<file path="src/rtl/relu_requant_if.sv">
// Stream bundle for relu_requant: signed accumulator samples in, tagged pixels out.
interface relu_requant_if #(
  parameter int IFMAP_HEIGHT = 128,
  parameter int IFMAP_WIDTH  = 128,
  parameter int ACC_WIDTH    = 20,
  parameter int DATA_WIDTH   = 8
);
  localparam int ROW_W = $clog2(IFMAP_HEIGHT);
  localparam int COL_W = $clog2(IFMAP_WIDTH);

  logic                  in_valid;
  logic                  in_ready;
  logic [ACC_WIDTH-1:0]  in_data;
  logic                  out_valid;
  logic                  out_ready;
  logic [DATA_WIDTH-1:0] out_data;
  logic [ROW_W-1:0]      out_row;
  logic [COL_W-1:0]      out_col;

  modport master (
    output in_valid, in_data, out_ready,
    input  in_ready, out_valid, out_data, out_row, out_col
  );

  modport slave (
    input  in_valid, in_data, out_ready,
    output in_ready, out_valid, out_data, out_row, out_col
  );
endinterface

</file>
<file path="src/rtl/relu_requant.sv">
// ReLU + right-shift requantization + unsigned saturation, 2-stage pipe with (row,col) tags.
// Optional macro RELU_ROUND_EN selects round-half-up instead of truncation in stage 1.
module relu_requant #(
  parameter int IFMAP_HEIGHT = 128,
  parameter int IFMAP_WIDTH  = 128,
  parameter int ACC_WIDTH    = 20,
  parameter int DATA_WIDTH   = 8,
  parameter int SHIFT        = 6
) (
  input  logic                clk,
  input  logic                reset,
  input  logic                en,
  relu_requant_if.slave       bus,
  output logic                sat_flag,
  output logic                done_relu
);
  localparam int ROW_W = $clog2(IFMAP_HEIGHT);
  localparam int COL_W = $clog2(IFMAP_WIDTH);
  localparam int VW    = ACC_WIDTH + 1;
  localparam logic [VW-1:0] SAT_MAX = VW'((1 << DATA_WIDTH) - 1);

  typedef enum logic [1:0] {IDLE, RUN, FLUSH, DONE} state_t;

  state_t               state, state_next;
  logic                 advance, accept, start, last_in, non_pos;
  logic [ROW_W-1:0]     in_row, s1_row, s2_row;
  logic [COL_W-1:0]     in_col, s1_col, s2_col;
  logic                 s1_valid, s2_valid;
  logic [VW-1:0]        acc_ext, relu_v, s1_v;
  logic [DATA_WIDTH-1:0] s2_data;

  assign advance = !s2_valid || bus.out_ready;
  assign accept  = (state == RUN) && advance && bus.in_valid;
  assign start   = (state == IDLE) && en;
  assign last_in = (in_row == ROW_W'(IFMAP_HEIGHT - 1)) && (in_col == COL_W'(IFMAP_WIDTH - 1));
  assign non_pos = bus.in_data[ACC_WIDTH-1] || (bus.in_data == '0);
  assign acc_ext = {bus.in_data[ACC_WIDTH-1], bus.in_data};

`ifdef RELU_ROUND_EN
  localparam int RND_POS = (SHIFT > 0) ? SHIFT - 1 : 0;
  localparam logic [VW-1:0] RND_BIAS = (SHIFT > 0) ? (VW'(1) << RND_POS) : '0;
  assign relu_v = non_pos ? '0 : ((acc_ext + RND_BIAS) >> SHIFT);
`else
  assign relu_v = non_pos ? '0 : (acc_ext >> SHIFT);
`endif

  assign bus.in_ready  = (state == RUN) && advance;
  assign bus.out_valid = s2_valid;
  assign bus.out_data  = s2_data;
  assign bus.out_row   = s2_row;
  assign bus.out_col   = s2_col;
  assign done_relu     = (state == DONE);

  always_ff @(posedge clk) begin
    if (reset) state <= IDLE;
    else       state <= state_next;
  end

  // FLUSH exits as soon as the last pixel is leaving, so DONE lines up with the final transfer
  always_comb begin
    state_next = state;
    case (state)
      IDLE:    if (en) state_next = RUN;
      RUN:     if (accept && last_in) state_next = FLUSH;
      FLUSH:   if (!s1_valid && (!s2_valid || bus.out_ready)) state_next = DONE;
      DONE:    if (!en) state_next = IDLE;
      default: state_next = IDLE;
    endcase
  end

  always_ff @(posedge clk) begin
    if (reset) begin
      in_row   <= '0;
      in_col   <= '0;
      s1_valid <= 1'b0;
      s1_v     <= '0;
      s1_row   <= '0;
      s1_col   <= '0;
      s2_valid <= 1'b0;
      s2_data  <= '0;
      s2_row   <= '0;
      s2_col   <= '0;
      sat_flag <= 1'b0;
    end else begin
      if (accept) begin
        if (in_col == COL_W'(IFMAP_WIDTH - 1)) begin
          in_col <= '0;
          in_row <= in_row + 1'b1;
        end else begin
          in_col <= in_col + 1'b1;
        end
      end
      if (advance) begin
        s1_valid <= accept;
        if (accept) begin
          s1_v   <= relu_v;
          s1_row <= in_row;
          s1_col <= in_col;
        end
        s2_valid <= s1_valid;
        if (s1_valid) begin
          s2_data <= (s1_v > SAT_MAX) ? '1 : s1_v[DATA_WIDTH-1:0];
          s2_row  <= s1_row;
          s2_col  <= s1_col;
          if (s1_v > SAT_MAX) sat_flag <= 1'b1;
        end
      end
      if (start) begin
        in_row   <= '0;
        in_col   <= '0;
        sat_flag <= 1'b0;
      end
    end
  end
endmodule
</file>
<file path="src/flat_wrapper.sv">
// flat-port wrapper written by rule: the top's interface ports become plain ports
module relu_requant_flat 
#(
  parameter int IFMAP_HEIGHT = 128,
  parameter int IFMAP_WIDTH  = 128,
  parameter int ACC_WIDTH    = 20,
  parameter int DATA_WIDTH   = 8,
  parameter int SHIFT        = 6
)
  (clk, reset, en, sat_flag, done_relu, bus_in_valid, bus_in_data, bus_out_ready, bus_in_ready, bus_out_valid, bus_out_data, bus_out_row, bus_out_col);
  relu_requant_if #(.IFMAP_HEIGHT(IFMAP_HEIGHT), .IFMAP_WIDTH(IFMAP_WIDTH), .ACC_WIDTH(ACC_WIDTH), .DATA_WIDTH(DATA_WIDTH)) bus_i ();
  input  logic clk;
  input  logic reset;
  input  logic en;
  output logic sat_flag;
  output logic done_relu;
  input wire logic [$bits(bus_i.in_valid)-1:0] bus_in_valid;
  input wire logic [$bits(bus_i.in_data)-1:0] bus_in_data;
  input wire logic [$bits(bus_i.out_ready)-1:0] bus_out_ready;
  output wire logic [$bits(bus_i.in_ready)-1:0] bus_in_ready;
  output wire logic [$bits(bus_i.out_valid)-1:0] bus_out_valid;
  output wire logic [$bits(bus_i.out_data)-1:0] bus_out_data;
  output wire logic [$bits(bus_i.out_row)-1:0] bus_out_row;
  output wire logic [$bits(bus_i.out_col)-1:0] bus_out_col;
  assign bus_i.in_valid = bus_in_valid;
  assign bus_i.in_data = bus_in_data;
  assign bus_i.out_ready = bus_out_ready;
  assign bus_in_ready = bus_i.in_ready;
  assign bus_out_valid = bus_i.out_valid;
  assign bus_out_data = bus_i.out_data;
  assign bus_out_row = bus_i.out_row;
  assign bus_out_col = bus_i.out_col;
  relu_requant #(.IFMAP_HEIGHT(IFMAP_HEIGHT), .IFMAP_WIDTH(IFMAP_WIDTH), .ACC_WIDTH(ACC_WIDTH), .DATA_WIDTH(DATA_WIDTH), .SHIFT(SHIFT)) u_core (.clk(clk), .reset(reset), .en(en), .bus(bus_i), .sat_flag(sat_flag), .done_relu(done_relu));
endmodule
</file>
<file path="config.mk">
export PLATFORM = sky130hd
export DESIGN_NAME = relu_requant_flat
export DESIGN_NICKNAME = d
export VERILOG_FILES = /design/src/rtl/relu_requant_if.sv /design/src/rtl/relu_requant.sv /design/src/flat_wrapper.sv
export SDC_FILE = /design/constraint.sdc
export NUM_CORES = 1
export LEC_CHECK = 0
export CORE_AREA = 2 2 79 81
export DETAILED_ROUTE_END_ITERATION = 8
export DIE_AREA = 0 0 81 83
export PLACE_DENSITY = 0.74
export SYNTH_ARGS = -nofsm -noshare
export SYNTH_HDL_FRONTEND = slang
export SYNTH_SLANG_ARGS = --single-unit
</file>
<file path="constraint.sdc">
create_clock -name clk -period 1.6 [get_ports clk]
set_input_delay 0.16 -clock clk [delete_from_list [all_inputs] [get_ports clk]]
set_output_delay 0.16 -clock clk [all_outputs]
set_load 0.01 [all_outputs]
</file>
Word-level counts from Yosys, hierarchy flattened --
Index checks and enable logic that the tools add are counted.
Word-level totals: register bits 76, logic and storage cells 50, input port bits 25, output and inout port bits 26
Cells by class: mux-type cells 8, eq/ne operators 9, $lt $le $gt $ge 1, add/sub/neg operators 2, reductions and logical operators 18
Operators by type and width (count):
- 21-bit by 8-bit > comparator with 1-bit output (second input constant) | 1
- 20-bit logical NOT | 1
- 15-bit 2-to-1 mux | 1
- 7-bit by 1-bit adder with 7-bit output (second input constant) | 2
- 7-bit == test (second input constant) | 2
- 2-bit 2-to-1 mux | 4
- 8-bit 2-to-1 mux | 1
- 2-bit one-hot mux with 4 select lines | 1
- 7-bit 2-to-1 mux | 1
- 1-bit logical AND | 6
- 2-bit inequality test (second input constant) | 3
- 2-bit AND reduction | 3
- 2-bit == test (second input constant) | 2
- 4-bit AND reduction | 1
- 3-bit AND reduction | 1
- 2-bit by 1-bit == test with 1-bit output (second input constant) | 1
- 1-bit logical NOT | 2
- 2-bit logical NOT | 1
- 1-bit logical OR | 2
- 2-bit by 1-bit inequality test with 1-bit output (second input constant) | 1
- 2-bit OR reduction | 1

Longest topological paths before layout --
word-level depth 7, depth in mapped cells 7, depth with buffers taken out 7

Worst setup path before layout --
OpenSTA, ideal clock, no wires.
path kind register to register, start register u_core.state[0], end register u_core.state[0], arrival time 1556 ps, buffers on the path 0, setup slack -43 ps, required time 1513 ps, library setup time 87 ps, period minus slack after synthesis 1643 ps, stages on the path, launching flop included 7, cells stage by stage dfxtp_1 inv_1 ha_1 mux2_2 a221o_1 a2111o_1 o31ai_1
On the way: cells in the longest elaborated chain, start to end 6, elaborated cells between the ends (all ways) 13, classes of those cells eq/ne: 7; mux: 1; reduce/logical: 5
RTL lines:
- start: declaration | line relu_requant.sv:24 | state_t state, state_next;
- start signal: assignment | line relu_requant.sv:56 | else state <= state_next;
- 2-bit by 1-bit == test with 1-bit output | line relu_requant.sv:33, relu_requant.sv:62
- 1-bit logical AND (2 in a row) | line relu_requant.sv:33 | assign accept = (state == RUN) && advance && bus.in_valid;
- 1-bit logical AND | line relu_requant.sv:64 | RUN: if (accept && last_in) state_next = FLUSH;
- 2-bit inequality test (no source line)
- 4-bit AND reduction (no source line)
Parallel ways exist; a longest one is shown, timed or not. A chain may end at the register's enable or synchronous reset.

Worst setup path after layout --
Same ends and word-level chain as after synthesis.

==> results list <==
- Clock skew on the completed layout was measured at 8.56 ps.
* Vias per std cell: 5.16
- Violated checks: setup timing
* Routability Congestion: 0.815
- Post-Place Setup Slack: -244 ps
* Number of placement rows: 28
- The run finished, with violations left.
* Most area-consuming cells after synthesis: dfxtp_1 52%, nand2_1 9.9%, a21oi_1 7.0%
* Cell area after technology mapping: 2650 um^2
- Number of max-slew violations in the final report: 0
- Detailed placement finished with a half-perimeter wire length of 3.91 mm.
- Category of the worst setup path launch point: register
* Pwr per Cell Area: 1200 nW/um^2
* Post-synthesis async set-or-reset flop share: 0%
* Startpoint of the worst register-to-register path: u_core.state[0]
- Worst endpoint data arrival time: 1870 ps
- Synthesized netlist net count: 344
- Unrepaired setup endpoints after global routing: yes
- Clock latency of the later-clocked register in the worst-skew pair: 340 ps
- The number of antenna violations at the first check in global routing is 0.
* Measured slew at the worst slew-check pin: 394 ps
* Drt total wl: 5.89 mm
- Cell type with the highest aggregate area in the netlist: dfxtp_1
* DRT iter0 DRCs: 123
* Clock Tree Root: clkbuf_8
- Total clock buffers created by CTS: 9
- Setup violation total in the final timing report: 2
- Largest net degree at the start of global routing: 57
- Yosys printed 0 warnings.
- The initial utilization of the core area, before any placement, comes to 45.6%.
- The clock drives 69 sinks.
- The endpoint identified for the worst register-to-register timing path is u_core.state[0].
- Cells with a size suffix above 1 make up 16.5% of the layout.
* Buffer depth of the longest clock path: 2
* Area share of the leading cell type in the synthesized netlist: 52.1%
- Post-Layout Cell Count: 456
- Total routing resource utilization after global routing: 18.2%
* Clock tree from TritonCTS: done
* Final WS setup: -18.8 ps
- Averaged over all synthesized cells, the footprint is 8.47 um^2.
- Once detail routing completed, the nets flagged for antenna violations numbered 0.
- Max-cap violations in this run came to 0.
* Count of state elements after synthesis: 69
- ANT cells: 0
- Endpoint required time on the critical path: 1860 ps
- Hold_ws: 281 ps
- Via count of the first global-routing pass: 2183
- The floorplan step set the die height to 83 um.
- Across the VDD grid, the largest voltage drop is 729 uV.
- Following the worst setup path forward leads to its endpoint at u_core.state[0].
- After routing, the total negative slack on setup checks comes to -22.8 ps.
- Setup crit start: u_core.state[0]
* Setup crit end kind: register
* Leakage power summed over all cells: 1.33 nW
- In this run the count of I/O pins placed on the die edge is 51.
- Area Growth Syn to Fin: 38.4%
* Average wire per standard cell: 12.9 um
- Area of the core: 5820 um^2
- The number of failing hold endpoints at the final stage came to 0.
* Clock period minus final worst setup slack: 1620 ps
* Crit-path max FO: 3
- In the synthesized netlist the dominant register cell turns out to be dfxtp_1.
- The die covers 6720 um^2.
- Minimum setup slack among reg-to-reg paths: -20 ps
- Synthesis instantiated 33 different standard cells from the library.
* Headroom to the max-slew limit: 73.7%
* Post-synthesis cell count: 313
- Number of synthesized flops with an enable pin: 0
* Quantity of I/O buffers inserted on ports: 44
- Global-route wire length before repair: 9.65 mm
* Overall via count from detail_route: 2354
- Max Fclk: 618 MHz
- The die is 81 um wide.
- # DRC: 0
* Clock transition at the register clock pins on the worst setup and hold paths after CTS: 80 ps
- Number of cells on the worst reg-to-reg path: 6
- Path class of the lowest-slack min-delay path: in2reg
- The H-tree generated during clock tree synthesis spans 3 levels.
- Number of nets in the layout: 407
- Tcrit/Tclk final: 101%
- The first detailed-routing pass took 4 iterations.
- Global route total overflow: 0
* Total instance count after detailed placement: 437
- The number of hold buffers added after CTS was 0.
- Sequential cells were found to cover 52.1% of the synthesized design area.
* Critical path class: reg2reg
## worst min path at each step
stage	from	end	cells past startpoint
5_1_grt	reset	u_core.s1_v[0]	3
2_1_floorplan	bus_in_data[6]	u_core.s1_v[0]	2
3_3_place_gp	u_core.s1_v[12]	u_core.s1_v[12]	2
6_report	reset	u_core.bus.out_valid	3
4_1_cts	reset	u_core.s1_v[1]	3
3_5_place_dp	u_core.s1_col[4]	u_core.bus.out_col[4]	2
## synth_stat cells, drive strengths merged (2+ instances only)
master / n
nand2: 70
dfxtp: 69
a21oi: 37
nor2: 34
nor3: 18
clkbuf: 15
a22oi: 9
xor2: 7
ha: 6
nand2b: 5
nand4: 5
nand3: 4
nand3b: 4
xnor2: 4
and2: 3
buf: 3
inv: 3
nor2b: 3
mux2i: 2
## cell usage in the layout, fill, tap and decap left out, types with 2 or more instances in the layout
master / instances
nor3_1: 17
nand3_1: 3
nor2b_1: 3
buf_4: 20
buf_12: 4
nor2_1: 32
nand2b_1: 4
dfxtp_1: 67
clkdlybuf4s50_1: 41
mux2i_1: 2
ha_4: 2
buf_6: 2
a21oi_2: 2
a21oi_1: 35
and2_1: 3
nand2_1: 68
nand3b_1: 4
ha_1: 3
xor2_1: 7
bufinv_16: 3
nor2_2: 2
xnor2_1: 4
a22oi_1: 9
clkbuf_8: 9
nand4_1: 5
## per-stage QoR
step / util, % / area, um^2 / power [mW]
after floorplan: - / 2690 / 2.35
after global placement: 57.9 / 3370 / 2.69
after detailed placement: 57.9 / 3370 / 2.71
after CTS: 62.5 / 3640 / 4.40
after global routing: 63.1 / 3670 / 4.58
final: 63.1 / 3670 / 4.39
## cell families (layout without fill, tap and decap cells)
group           after synthesis  after routing  share of synthesized area (%)
simple gates                152            152                           26.0
compound gates               51             51                           11.1
xor+xnor                     11             11                           3.64
fa+ha+maj                     6              6                           2.83
buf+inv                      21             89                           3.12
mux                           3              3                           1.18
flops                        69             69                           52.1
## layer usage
layer | vias to the layer above | GRT usage [%] | wire length (um)
li1 | 1183 | - | -
met1 | 1106 | 23.1 | 2680
met2 | 50 | 27.9 | 2800
met3 | 15 | 3.59 | 242
met4 | 0 | 11.1 | 168
met5 | - | 0 | 0
## sequential cells by signal (all words and copies together) (netlist names), 7 cells and up
name and flops:
u_core.s1_v 14, u_core.bus.out_data 8, u_core.bus.out_col 7, u_core.bus.out_row 7, u_core.in_col 7, u_core.in_row 7, u_core.s1_col 7, u_core.s1_row 7
## critical path, cell delays in order, from the launching register on
cell and delay, ps:
dfxtp_4 390, inv_4 40, ha_4 150, mux2_2 250, a221o_1 290, a2111o_1 350, o31ai_1 60
## layout make-up
| type | count | area (um^2) |
|---|---|---|
| well taps | 75 | 93.8 |
| multi-input cells | 223 | 1250 |
| fillers | 516 | 2150 |
| clock inverters | 6 | 111 |
| repair buffers | 70 | 682 |
| flip-flops and latches | 69 | 1390 |
| clock buffers | 10 | 128 |
| inverters | 3 | 13.8 |
## power breakdown
part | leakage (nW) | internal (mW) | switching (mW) | total [mW]
Sequential | 0.558 | 1.80 | 0.0555 | 1.85
Clock | 0.116 | 1.04 | 0.648 | 1.68
Combinational | 0.657 | 0.413 | 0.442 | 0.855
## what timing repair did
action,in CTS,in global routing
gates resized for setup,8,9
buffers inserted,2,1
pin swaps,3,5
setup endpoints to repair,20,17
Note: power is estimated with default switching activity, not from simulation.
